### config.mk
export PLATFORM = sky130hd
export DESIGN_NAME = gray_counter_enc
export DESIGN_NICKNAME = d
export VERILOG_FILES = /design/src/rtl/gray_counter_enc.sv
export SDC_FILE = /design/constraint.sdc
export NUM_CORES = 1
export LEC_CHECK = 0
export BUFFER_PORTS_ARGS = -buffer_cell sky130_fd_sc_hd__clkbuf_2
export CORE_AREA = 2 2 39 41
export DETAILED_ROUTE_END_ITERATION = 10
export DIE_AREA = 0 0 41 43
export GPL_TIMING_DRIVEN = 0
export PLACE_DENSITY = 0.58
export SLEW_MARGIN = 20
export SYNTH_ARGS = -nofsm -noshare
export SYNTH_HDL_FRONTEND = slang
export SYNTH_SLANG_ARGS = --single-unit
### constraint.sdc
create_clock -name clk -period 2.2 [get_ports clk]
set_input_delay 0.44 -clock clk [delete_from_list [all_inputs] [get_ports clk]]
set_output_delay 0.44 -clock clk [all_outputs]
set_load 0.005 [all_outputs]
### src/rtl/gray_counter_enc.sv
`default_nettype none
// ============================================================================
// Module      : gray_counter_enc
// Description : Up/down binary counter with synchronous load, a registered
//               Gray-code output and terminal-count / wrap indications.
// Revision    : 1.0 - initial release
// ============================================================================
module gray_counter_enc #(
    parameter int WIDTH = 4
) (
    input  logic             clk,
    input  logic             rst_n,
    input  logic             en,
    input  logic             up,
    input  logic             load,
    input  logic [WIDTH-1:0] load_bin,
    output logic [WIDTH-1:0] bin,
    output logic [WIDTH-1:0] gray,
    output logic             tc,
    output logic             wrap
);

    localparam logic [WIDTH-1:0] c_all_ones = {WIDTH{1'b1}};
    localparam logic [WIDTH-1:0] c_zero     = {WIDTH{1'b0}};
    localparam logic [WIDTH-1:0] c_one      = WIDTH'(1);

    logic [WIDTH-1:0] r_bin;
    logic [WIDTH-1:0] r_gray;
    logic             r_wrap;

    logic [WIDTH-1:0] w_bin_nxt;
    logic             w_at_max;
    logic             w_at_min;
    logic             w_tc;

    function automatic logic [WIDTH-1:0] f_bin2gray(input logic [WIDTH-1:0] b);
        return b ^ (b >> 1);
    endfunction

    assign w_at_max = (r_bin == c_all_ones);
    assign w_at_min = (r_bin == c_zero);

    // Load masks the terminal count, so a loaded edge never produces a wrap.
    assign w_tc = en & ~load & ((up & w_at_max) | (~up & w_at_min));

    always_comb begin
        w_bin_nxt = r_bin;
        if (load) begin
            w_bin_nxt = load_bin;
        end else if (en) begin
            if (up) begin
                w_bin_nxt = r_bin + c_one;
            end else begin
                w_bin_nxt = r_bin - c_one;
            end
        end
    end

    // Gray is encoded from the next binary value so both registers move together.
    always_ff @(posedge clk or negedge rst_n) begin
        if (!rst_n) begin
            r_bin  <= c_zero;
            r_gray <= c_zero;
            r_wrap <= 1'b0;
        end else begin
            r_bin  <= w_bin_nxt;
            r_gray <= f_bin2gray(w_bin_nxt);
            r_wrap <= w_tc;
        end
    end

    assign bin  = r_bin;
    assign gray = r_gray;
    assign tc   = w_tc;
    assign wrap = r_wrap;

endmodule
`default_nettype wire
# After elaboration in Yosys (flattened, before gate mapping)
# Cells that the tools add are included.
# Widths: inputs -> output; s select.
# totals
output_inout_bits	10
regBits	9
word_cells	18
inputBits	9
# classes
muxes	3
n_bitwise	8
reduce_logical	1
n_addsub	2
n_eq_ne	1
# ops
cell	count
$mux 4	3
$add 4x1->4 const B	1
$and 1x1->1	4
$eq 4x4->1 const B	1
$logic_not 4->1	1
$sub 4x1->4 const B	1
$xor 4x3->4	1
$not 1->1	2
$or 1x1->1	1

# Depth between registers and ports, before layout
# logic_depth
depth_word	5
ltp_mapped	6
ltp_nobuf	6

# Worst setup path before layout
# OpenSTA, ideal clock, no wires.
# synth_path
path_kind	input port to flip-flop
startpoint	input up
endpoint	register r_gray[2] (netlist: gray[2])
setup_slack_ns	0.458
n_path_buf	0
t_arrival_ns	1.611
required_ns	2.068
stages	6
setup_ns	0.132
path_cell_list	inv_1 -> ha_1 -> a21oi_1 -> a211oi_1 -> or3_4 -> xor2_1
# synth_via
elab_chain_cells	4
# synth_rtl
element	line	source
from (decl)	14	input logic up,
$mux 4	51	if (up) begin
$mux 4	50	end else if (en) begin
$mux 4	48	if (load) begin
net w_bin_nxt[3]	31	logic [WIDTH-1:0] w_bin_nxt;
$xor 4x3->4	37	return b ^ (b >> 1);
to (signal assigned)	63	r_gray <= c_zero;
to (signal assigned)	67	r_gray <= f_bin2gray(w_bin_nxt);
to (decl)	28	logic [WIDTH-1:0] r_gray;
# The timed path passes the listed nets, and every way through them passes these cells.

# Worst setup path in the final report
# layout_path
startpoint	register r_bin[1] (netlist: bin[1])
endpoint	output tc
# layout_via
elab_chain_cells	4
word_cells_on_any_way	6
cone_classes	1 x eq/ne; 4 x bitwise; 1 x reduce/logical
# layout_rtl
element	line	source
from (decl)	27	logic [WIDTH-1:0] r_bin;
from (signal assigned)	62	r_bin <= c_zero;
from (signal assigned)	66	r_bin <= w_bin_nxt;
$eq 4x4->1 or $logic_not 4->1 (tied branches)	40, 41	
$and 1x1->1	44	assign w_tc = en & ~load & ((up & w_at_max) | (~up & w_at_min));
$or 1x1->1 *	44	
$and 1x1->1 *	44	
to (decl)	19	output logic tc,
# Every way passes the cells marked *; elsewhere a longest branch is shown, timed or not.

==> results.json <==
{
  "worst-endpoint-required_ns": 1.76,
  "hold_class": "primary input to async pin",
  "crit_path_start_kind": "flip-flop",
  "total_routed_wirelength_um": 865,
  "mappedNetlistNets": 54,
  "clockRootBuffer": "sky130_fd_sc_hd__clkbuf_4",
  "setup.reg_to_reg.worst_slack_ns": 0.48,
  "wire_per_inst_um": 11.09,
  "number_of_antenna_cells_inserted": 0,
  "cts_htree_levels": 1,
  "floorplan.die.width_um": 41,
  "drive_above_1_share_pct": 37.10,
  "worst_hold_slack_ns": 0.01163,
  "cts_hold_buffers": 0,
  "synth-seq-cells": 8,
  "global_route_wire_length_before_repair_mm": 1.455,
  "cts_buffer_count": 3,
  "hold_violations": 0,
  "most_area_hungry_cell_type_in_the_yosys_netlist": "sky130_fd_sc_hd__dfrtp_1",
  "firstDrtPassIters": 4,
  "number_of_cells_in_the_design_after_placement": 75,
  "start_util_pct": 32.64,
  "yosys.cell_types.count": 21,
  "postRouteAntennaNets": 0,
  "grt_setup_unrepaired": "no",
  "timing_worst_slew_pin_value_ns": 0.3241,
  "synth_warnings": 0,
  "slowest_stage": "sky130_fd_sc_hd__dfrtp_1",
  "residual_overflow_from_global_routing": 0,
  "tritoncts": "yes",
  "floorplan.io_pins": 19,
  "power.density_nw_per_um2": 778.2,
  "path_buf_inv": 1,
  "leading_cell_type_in_the_layout_fill_and_taps_excluded": "sky130_fd_sc_hd__clkbuf_2",
  "vdd_ir_drop_max_mv": 0.4731,
  "slew_headroom_pct": 78.39,
  "rr_endpoint": "gray[2]$_DFF_PN0_",
  "number_of_antenna_violations_at_the_first_check_in_global_routing": 0,
  "power.static_leakage_nw": 0.2978,
  "grt.total_usage_pct": 12.92,
  "nFillCells": 130,
  "cp.arrival_ns": 1.38,
  "cts.clk_slew.worst_paths_ns": 0.06,
  "die_height_um": 43,
  "setup-violations-final": 0,
  "grt_max_degree": 10,
  "layout_min_cycle_time_ns": 1.821,
  "insertion_delay_to_the_later_sink_of_the_worst_skew_pair_ns": 0.26,
  "fmax_mhz": 549.2,
  "grt_pass1_vias": 339,
  "instances_no_fill": 78,
  "cp_max_fo": 6,
  "syn_area_um2": 451.7,
  "outcome": "complete, no violations",
  "fin_area_um2": 579.3,
  "path_delay_family": "flip-flops",
  "final.setup.worst_slack_ns": 0.3793,
  "placeableCoreArea_um2": 1384,
  "nets": 76,
  "final-seq-area_um2": 200.2,
  "vias": 355,
  "port_buffers": 17,
  "clock_sinks": 8,
  "drcViolationCount": 0,
  "critical_path.cell_chain": "nor4_1 -> nand2_1 -> a21oi_1 -> clkbuf_2",
  "rr_worst_depth": 5,
  "timing.final.crit_share_pct": 82.76,
  "end_kind": "primary output",
  "drt_iter0_drc": 5,
  "ctsResizeCount": 0,
  "synthesis.area_per_instance_um2": 10.75,
  "synth.area.top_cells": "sky130_fd_sc_hd__dfrtp_1 44%, sky130_fd_sc_hd__xnor2_1 7.8%, sky130_fd_sc_hd__ha_1 5.5%",
  "post_route_clock_skew_ns": 0.008706,
  "cts_setup_buffers": 0,
  "rows": 14,
  "layout_common_cells": "17 x sky130_fd_sc_hd__clkbuf_2, 8 x sky130_fd_sc_hd__dfrtp_1, 4 x sky130_fd_sc_hd__xnor2_1",
  "estimated_wirelength_of_the_detail_placed_design_um": 702.7,
  "area_delta_synth_final_pct": 28.25,
  "netlist.area_leader.share_pct": 44.32,
  "multiInputGateArea_um2": 229.0,
  "finalMaxSlewViolations": 0,
  "yosysSeqAreaShare_pct": 44.32,
  "number_of_vias_per_cell": 4.551,
  "worstSetupPathType": "flip-flop to primary output",
  "gpl.final_weighted_congestion": 0.6568,
  "maxCapViolCount": 0,
  "critical_path.max_stage_delay_ns": 0.44,
  "preCtsSetupSlack_ns": 0.2161,
  "postSynthCellCount": 42,
  "clock_path_buffers": 2,
  "crit-reg2reg-launch": "bin[2]$_DFF_PN0_",
  "die_area_um2": 1763,
  "fin_setup_tns_ns": 0,
  "postPlaceCellArea_um2": 556.8
}
-- cell usage after synthesis --
| cell | n |
|---|---|
| sky130_fd_sc_hd__nand3_1 | 2 |
| sky130_fd_sc_hd__inv_1 | 2 |
| sky130_fd_sc_hd__and4b_1 | 1 |
| sky130_fd_sc_hd__o21ai_0 | 1 |
| sky130_fd_sc_hd__a22o_1 | 1 |
| sky130_fd_sc_hd__mux2i_1 | 2 |
| sky130_fd_sc_hd__dfrtp_1 | 8 |
| sky130_fd_sc_hd__a211oi_1 | 1 |
| sky130_fd_sc_hd__nor2_1 | 2 |
| sky130_fd_sc_hd__fa_1 | 1 |
| sky130_fd_sc_hd__nor4_1 | 1 |
| sky130_fd_sc_hd__nand2_1 | 3 |
| sky130_fd_sc_hd__buf_4 | 2 |
| sky130_fd_sc_hd__ha_1 | 2 |
| sky130_fd_sc_hd__xnor2_1 | 4 |
| sky130_fd_sc_hd__xor2_1 | 2 |
| sky130_fd_sc_hd__or3_4 | 1 |
| sky130_fd_sc_hd__a21oi_1 | 3 |
| sky130_fd_sc_hd__or2b_1 | 1 |
| sky130_fd_sc_hd__o21ai_1 | 1 |
| sky130_fd_sc_hd__and3_1 | 1 |
-- power breakdown --
group	internal, mW	switching (mW)	total, mW
combinational	0.0728	0.0628	0.136
sequential	0.176	0.0247	0.201
clock	0.0626	0.0518	0.114
total	0.312	0.139	0.451
-- flip-flops by register name, summed over array words and instances, names as in the netlist --
name	flops
gray	3
bin	4
wrap	1
-- metal layers --
metal  track usage [%]  vias to the layer above  wire length (um)
li1                  -                      185                 -
met1             16.78                      154               414
met2             16.56                       16               391
met3             6.283                        0                60
met4             8.000                        0                 0
met5                 0                        -                 0
-- area by class of cell --
cell class	instances	share of cell area [%]
clock buffers	3	3.888
plain buffers	2	2.592
flip-flops and latches	8	34.56
well taps	16	3.456
repair buffers	17	14.69
multi-input cells	30	39.52
inverters	2	1.296
-- logic make-up after synthesis --
family,after synthesis,share of synthesized area [%]
fa+ha+maj,3,9.972
simple gates,12,15.52
mux,2,4.432
xor+xnor,6,11.63
compound gates,7,9.139
flops,8,44.32
buf+inv,4,4.986
-- how the worst max path moves through the flow --
| stage | startpoint | to | slack [ns] | depth (start not counted) |
|---|---|---|---|---|
| after detailed placement | up | gray[2]$_DFF_PN0_ | 0.22 | 7 |
| final | bin[1]$_DFF_PN0_ | tc | 0.38 | 4 |
| after floorplan | up | gray[2]$_DFF_PN0_ | 0.46 | 6 |
| after CTS | bin[1]$_DFF_PN0_ | tc | 0.35 | 4 |
| after global routing | bin[0]$_DFF_PN0_ | tc | 0.24 | 4 |
| after global placement | up | gray[2]$_DFF_PN0_ | 0.25 | 7 |
-- through the flow --
stage | utilization, % | power (mW)
2_1_floorplan | - | 0.2818
3_3_place_gp | 40.24 | 0.3385
3_5_place_dp | 40.24 | 0.3422
4_1_cts | 41.86 | 0.4600
5_1_grt | 41.86 | 0.4898
6_report | 41.86 | 0.4508
Power figures use the tool's default switching activity.
